`src/rtl/hazard_ctrl.sv`:
```
// Hazard controller for the 5-stage pipeline: load-use stalls, redirect flushes,
// data-memory freezes with a watchdog, and saturating stall/flush counters.
module hazard_ctrl #(
    parameter int unsigned CNT_W   = 32,
    parameter int unsigned TIMEOUT = 255
) (
    input  logic             clk_i,
    input  logic             rst_i,
    input  logic [4:0]       IFID_rs1_i,
    input  logic [4:0]       IFID_rs2_i,
    input  logic             IFID_rs1_used_i,
    input  logic             IFID_rs2_used_i,
    input  logic [4:0]       IDEX_rd_i,
    input  logic             IDEX_rd_wren_i,
    input  logic             IDEX_memrd_i,
    input  logic             EX_redirect_i,
    input  logic             dmem_req_i,
    input  logic             dmem_ack_i,
    output logic             pc_en_o,
    output logic             IFID_en_o,
    output logic             IFID_flush_o,
    output logic             IDEX_en_o,
    output logic             IDEX_flush_o,
    output logic             EXMEM_en_o,
    output logic             MEMWB_bubble_o,
    output logic             mem_timeout_o,
    output logic [CNT_W-1:0] stall_cnt_o,
    output logic [CNT_W-1:0] flush_cnt_o
);

    localparam int unsigned         WCNT_W   = $clog2(TIMEOUT + 1);
    localparam logic [WCNT_W-1:0]   WCNT_MAX = WCNT_W'(TIMEOUT);
    localparam logic [WCNT_W-1:0]   WCNT_ONE = WCNT_W'(1);

    typedef enum logic [1:0] {
        S_RUN,
        S_MEM_WAIT,
        S_TIMEOUT
    } state_t;

    state_t            state_q, state_d;
    logic [WCNT_W-1:0] wcnt_q, wcnt_d;
    logic              timeout_d;
    logic              frozen;
    logic              load_use;
    logic              rs1_hit;
    logic              rs2_hit;
    logic              redirect_taken;
    logic              stall_evt;

    assign rs1_hit  = IFID_rs1_used_i && (IFID_rs1_i == IDEX_rd_i);
    assign rs2_hit  = IFID_rs2_used_i && (IFID_rs2_i == IDEX_rd_i);
    assign load_use = IDEX_memrd_i && IDEX_rd_wren_i && (IDEX_rd_i != 5'd0)
                      && (rs1_hit || rs2_hit);

    always_comb begin
        frozen = 1'b0;
        unique case (state_q)
            S_RUN:      frozen = dmem_req_i && !dmem_ack_i;
            S_MEM_WAIT: frozen = !dmem_ack_i;
            S_TIMEOUT:  frozen = 1'b1;
            default:    frozen = 1'b1;
        endcase
    end

    // Output priority: reset, freeze, redirect, load-use, normal flow.
    always_comb begin
        pc_en_o        = 1'b1;
        IFID_en_o      = 1'b1;
        IFID_flush_o   = 1'b0;
        IDEX_en_o      = 1'b1;
        IDEX_flush_o   = 1'b0;
        EXMEM_en_o     = 1'b1;
        MEMWB_bubble_o = 1'b0;
        if (rst_i) begin
            pc_en_o        = 1'b0;
            IFID_en_o      = 1'b0;
            IFID_flush_o   = 1'b1;
            IDEX_en_o      = 1'b0;
            IDEX_flush_o   = 1'b1;
            EXMEM_en_o     = 1'b0;
            MEMWB_bubble_o = 1'b1;
        end else if (frozen) begin
            pc_en_o        = 1'b0;
            IFID_en_o      = 1'b0;
            IDEX_en_o      = 1'b0;
            EXMEM_en_o     = 1'b0;
            MEMWB_bubble_o = 1'b1;
        end else if (EX_redirect_i) begin
            IFID_flush_o = 1'b1;
            IDEX_flush_o = 1'b1;
        end else if (load_use) begin
            pc_en_o      = 1'b0;
            IFID_en_o    = 1'b0;
            IDEX_flush_o = 1'b1;
        end
    end

    always_comb begin
        state_d   = state_q;
        wcnt_d    = wcnt_q;
        timeout_d = mem_timeout_o;
        unique case (state_q)
            S_RUN: begin
                if (frozen) begin
                    state_d = S_MEM_WAIT;
                    wcnt_d  = WCNT_ONE;
                end
            end
            S_MEM_WAIT: begin
                if (dmem_ack_i) begin
                    state_d = S_RUN;
                    wcnt_d  = '0;
                end else if (wcnt_q == WCNT_MAX) begin
                    state_d   = S_TIMEOUT;
                    timeout_d = 1'b1;
                end else begin
                    wcnt_d = wcnt_q + WCNT_ONE;
                end
            end
            S_TIMEOUT: begin
                state_d = S_TIMEOUT;
            end
            default: begin
                state_d = S_RUN;
                wcnt_d  = '0;
            end
        endcase
    end

    assign redirect_taken = !rst_i && !frozen && EX_redirect_i;
    assign stall_evt      = !rst_i && !pc_en_o;

    always_ff @(posedge clk_i) begin
        if (rst_i) begin
            state_q       <= S_RUN;
            wcnt_q        <= '0;
            mem_timeout_o <= 1'b0;
            stall_cnt_o   <= '0;
            flush_cnt_o   <= '0;
        end else begin
            state_q       <= state_d;
            wcnt_q        <= wcnt_d;
            mem_timeout_o <= timeout_d;
            if (stall_evt && (stall_cnt_o != '1)) begin
                stall_cnt_o <= stall_cnt_o + 1'b1;
            end
            if (redirect_taken && (flush_cnt_o != '1)) begin
                flush_cnt_o <= flush_cnt_o + 1'b1;
            end
        end
    end

endmodule

```
`config.mk`:
```
export PLATFORM = sky130hd
export DESIGN_NAME = hazard_ctrl
export DESIGN_NICKNAME = d
export VERILOG_FILES = /design/src/rtl/hazard_ctrl.sv
export SDC_FILE = /design/constraint.sdc
export NUM_CORES = 1
export LEC_CHECK = 0
export CAP_MARGIN = 30
export CORE_MARGIN = 1.5
export CORE_UTILIZATION = 43
export CTS_BUF_LIST = sky130_fd_sc_hd__clkbuf_16
export CTS_CLUSTER_SIZE = 8
export DETAILED_ROUTE_END_ITERATION = 10
export DONT_BUFFER_PORTS = 1
export PLACE_DENSITY_LB_ADDON = 0.25
export REMOVE_ABC_BUFFERS = 1
export SYNTH_ARGS = -nofsm -noshare
export SYNTH_HDL_FRONTEND = slang
export SYNTH_SLANG_ARGS = --single-unit
```
`constraint.sdc`:
```
create_clock -name clk_i -period 6.55 [get_ports clk_i]
set_clock_uncertainty 0.1 [all_clocks]
set_input_delay 1.6375 -clock clk_i [delete_from_list [all_inputs] [get_ports clk_i]]
set_output_delay 1.6375 -clock clk_i [all_outputs]
set_load 0.02 [all_outputs]
```
==> metrics.log <==
[metrics] # hold bufs at CTS: 0
[metrics] number of global-route vias before repair: roughly 3.1k
[metrics] Internal: about 0.00076 W
[metrics] switching share of total power: 0.2157
[metrics] primary flip-flop cell chosen by synthesis mapping: dfxtp_1
[metrics] Total Negative Setup Slacks: 0 ns
[metrics] pre-CTS worst setup slack: approximately 1.3 ns
[metrics] Antenna Violating Nets Remaining: 0
[metrics] clock tree from TritonCTS: yes
[metrics] most frequent cell on the critical path: nor2_1
[metrics] number of maximum-capacitance constraint violations: 0
[metrics] DIE AREA: 9630 um^2
[metrics] crit path cell chain: o21bai_1 > nand2_1 > nor2_1 > inv_1 > nor2_1
[metrics] transition time of the tightest slew-check pin: approximately 0.77 ns
[metrics] Setup crit start kind: input port
[metrics] worst-case vdd ir drop: 0.1186 mV
[metrics] slack of the worst reg-to-reg path: roughly 3.7 ns
[metrics] final period demand of the worst path: approximately 5.2 ns
[metrics] worst setup path startpoint: dmem_req_i
[metrics] setup repair after global routing missed its margin: false
[metrics] clock latency on the worst-skew pair: 0.33 ns
[metrics] number of warnings issued by yosys: 0
[metrics] routability cong.: approximately 0.78
[metrics] sequential cell area in the final layout: ~1500 um^2
[metrics] final critical-path share of the clock period: 0.7974
[metrics] final number of max-transition violations: 0
[metrics] crit path max fanout: 4
[metrics] first-pass GRT wire length: ~15000 um
[metrics] setup violators final: 0
[metrics] CTS Root Cell: clkbuf_16
[metrics] initial DRC count: 154
[metrics] power density over cell area: ~230 nW/um^2
[metrics] sum of net half-perimeters after detailed placement: approximately 6300 um
[metrics] clock power share: 0.489
[metrics] Site Rows: 34
[metrics] non-filler cells in the finished layout: around 570
[metrics] total global-route track usage: 0.1869
[metrics] EDFF count, synth: 0
[metrics] buffers from clock root to sink, at most: 2
[metrics] headroom to the max-slew limit: 0.4820
[metrics] min setup slack post-route: approximately 1.3 ns
[metrics] syn_area_per_cell: just over 8 um^2
[metrics] overall die width: 98.13 um
[metrics] fraction of synthesis flops using an asynchronous set or reset pin: 0
[metrics] total buffers and inverters traversed by the critical path: 1
[metrics] placeable core region: 8763 um^2
[metrics] synthesized instance count: approximately 470
[metrics] Worst Hold Slack: a little under 0.4 ns
[metrics] category of the most critical setup path: in2out
[metrics] share of the core filled with cells: 0.4810
[metrics] category of cells accounting for the largest share of critical-path delay: simple AND/OR/NAND/NOR gates
[metrics] total clock buffers created by CTS: 9
[metrics] part of the Yosys area used for sequential elements: 0.3859
[metrics] crit path capture type: output pin
[metrics] path type of the worst min-delay path: reg2reg
[metrics] CTS clk-pin slew, worst paths: around 0.05 ns
[metrics] number of port buffers: 0
[metrics] # DRC: 0
[metrics] switching component of the power: 0.0002088 W
[metrics] synthesis-to-layout area growth: 8.328%
[metrics] Filler Cell Count: between 800 and 900
[metrics] total detailed-routing wirelength: about 9000 um
[metrics] post-CTS setup-driven buffer insertion count: 0
[metrics] Combinational Power Share: 0.033
[metrics] power share of the sequential group: 0.477
[metrics] slowest cell on the critical path: nor2_1
[metrics] required time worst endpoint: between 4 and 5 ns
[metrics] Arr. time, crit path: roughly 3.5 ns
[metrics] leakage component of the power: between 1 and 1.5 nW
[metrics] vias per cell: 5.981
[metrics] run status: completed
[metrics] worst reg2reg startpoint: flush_cnt_o[6]$_SDFFE_PP0P_
[metrics] residual overflow from global routing: 0
[metrics] antenna cells: 0
[metrics] die boundary height: ~100 um
[metrics] initial antenna violation count: 0
[metrics] fmax: 191.5 MHz
[metrics] vias post-DR: 3433
[metrics] longest individual stage delay on the worst path: ~0.63 ns
[metrics] combined area of all synthesized cells: between 3000 and 4000 um^2
[metrics] average wire per cell in the routed design: ~16 um
[metrics] Pre-antenna DRT Iters: 4
[metrics] cells resized by post-CTS repair: 0
[metrics] worst hold start: wcnt_q[1]$_SDFFE_PP0P_
[metrics] synth unique cells: 50
[metrics] endpoints failing hold: 0
[metrics] initial core utilization: 0.4440
[metrics] area of combinational cells with multiple inputs: roughly 2200 um^2
[metrics] pin count of the biggest net entering global routing: 71
[metrics] clock net sink count: 75
[metrics] Post-Place Cells: roughly 560
[metrics] I/O pins: 96
[metrics] nets: ~500
[metrics] H-Tree Level Count: 3
[metrics] register bit total from synthesis: 75
[metrics] fraction of final layout cells sized beyond drive strength 1: 0.05794
-- routing by layer --
metal | routed length (um) | share of wire | GRT usage
met1 | 3797 | 0.42 | 0.2099
met2 | 4366 | 0.49 | 0.3284
met3 | 709 | 0.079 | 0.07874
met4 | 64 | 0.0072 | 0.04550
met5 | 0 | 0 | 0
-- final cells by class --
| type | instances | area share |
|---|---|---|
| well taps | 108 | 0.03206 |
| flip-flops and latches | 75 | 0.3562 |
| inverters | 8 | 0.007124 |
| clock inverters | 7 | 0.01395 |
| clock buffers | 9 | 0.05343 |
| repair buffers | 2 | 0.003562 |
| multi-input cells | 365 | 0.5337 |
-- synth_stat cells, types with 2 or more instances --
master | count | area share
a21oi_1 | 32 | 0.041
and2_1 | 2 | 0.0032
and3_1 | 12 | 0.019
and4_1 | 7 | 0.016
buf_2 | 6 | 0.0077
buf_4 | 3 | 0.0058
clkbuf_1 | 13 | 0.013
dfxtp_1 | 75 | 0.39
ha_1 | 3 | 0.0096
inv_1 | 8 | 0.0077
mux2_2 | 2 | 0.0058
mux2i_1 | 3 | 0.0077
nand2_1 | 35 | 0.034
nand3_1 | 28 | 0.036
nand4_1 | 23 | 0.037
nor2_1 | 51 | 0.049
nor3_1 | 16 | 0.021
nor3_4 | 2 | 0.0084
nor3b_1 | 3 | 0.0058
nor4_1 | 3 | 0.0048
nor4b_1 | 6 | 0.014
o211ai_1 | 3 | 0.0058
o21a_1 | 5 | 0.0096
o21ai_0 | 23 | 0.030
o21bai_1 | 2 | 0.0039
o311ai_0 | 4 | 0.0090
o31ai_1 | 10 | 0.019
o41ai_1 | 4 | 0.0090
or3_1 | 19 | 0.031
or4_1 | 7 | 0.014
or4_2 | 2 | 0.0045
xnor2_1 | 30 | 0.068
xor2_1 | 12 | 0.027
-- metrics by stage --
stage / total power, W / instance area [um^2]
5_1_grt: 0.001004 / 4215
3_5_place_dp: 0.0005043 / 3931
2_1_floorplan: 0.0004973 / 3781
4_1_cts: 0.0009818 / 4215
3_3_place_gp: 0.0005035 / 3931
6_report: 0.0009681 / 4215
-- path summary, 6_finish.rpt --
path                                      end  cells past startpoint
setup / recovery                    IFID_en_o                      5
hold / removal         wcnt_q[1]$_SDFFE_PP0P_                      2
setup reg to reg  flush_cnt_o[1]$_SDFFE_PP0P_                      6
hold reg to reg        wcnt_q[1]$_SDFFE_PP0P_                      2
-- cell families after synthesis --
group / count (synthesis) / share of synthesized area
AO/OA/AOI/OAI: 92 / 0.1460
XOR/XNOR: 42 / 0.09453
adder cells (fa/ha/maj): 3 / 0.009647
buffers and inverters: 31 / 0.03601
flip-flops: 75 / 0.3859
multiplexers: 5 / 0.01350
AND/OR/NAND/NOR: 223 / 0.3145
-- cells in the final DEF, fill, tap and decap left out, drive strengths merged, types with 2 or more instances in the layout --
cell type  netlist  routed
clkinv           0       5
nand2           36      36
dfxtp           75      75
or3             20      20
nor3            18      18
nor4b            6       6
nand3           28      28
xnor2           30      30
and4             8       8
o21bai           2       2
o21a             5       5
or4              9       9
o311ai           4       4
xor2            12      12
mux2i            3       3
o31ai           10      10
mux2             2       2
and3            12      12
a21o             2       2
a21oi           32      32
o41ai            4       4
o21ai           23      23
nor4             3       3
and2             2       2
nor2            51      51
nand4           24      24
ha               3       3
clkbuf          13       9
buf              9       2
o211ai           3       3
nor3b            3       3
inv              8       8
-- sequential cells by signal, indices dropped and copies added, names as in the netlist --
register and count:
flush_cnt_o 32, stall_cnt_o 32, wcnt_q 8, state_q 2
mem_timeout_o 1
-- worst register-to-register path: stages, from the launching register on --
cell,delay [ns]
dfxtp_1,0.56
nand4_1,0.23
nor3_1,0.64
nand3_1,0.48
o21ai_0,0.48
mux2i_1,0.23
nor2_1,0.05
-- power by group through the flow --
stage | combinational [W] | sequential [W] | clock, W
final | 0.0000324 | 0.000462 | 0.000474
after CTS | 0.0000325 | 0.000462 | 0.000488
after global placement | 0.0000317 | 0.000472 | 0
after detailed placement | 0.0000325 | 0.000472 | 0
after floorplan | 0.0000263 | 0.000471 | 0
after global routing | 0.0000357 | 0.000462 | 0.000506
No activity file was read; power rests on OpenSTA's default activity.
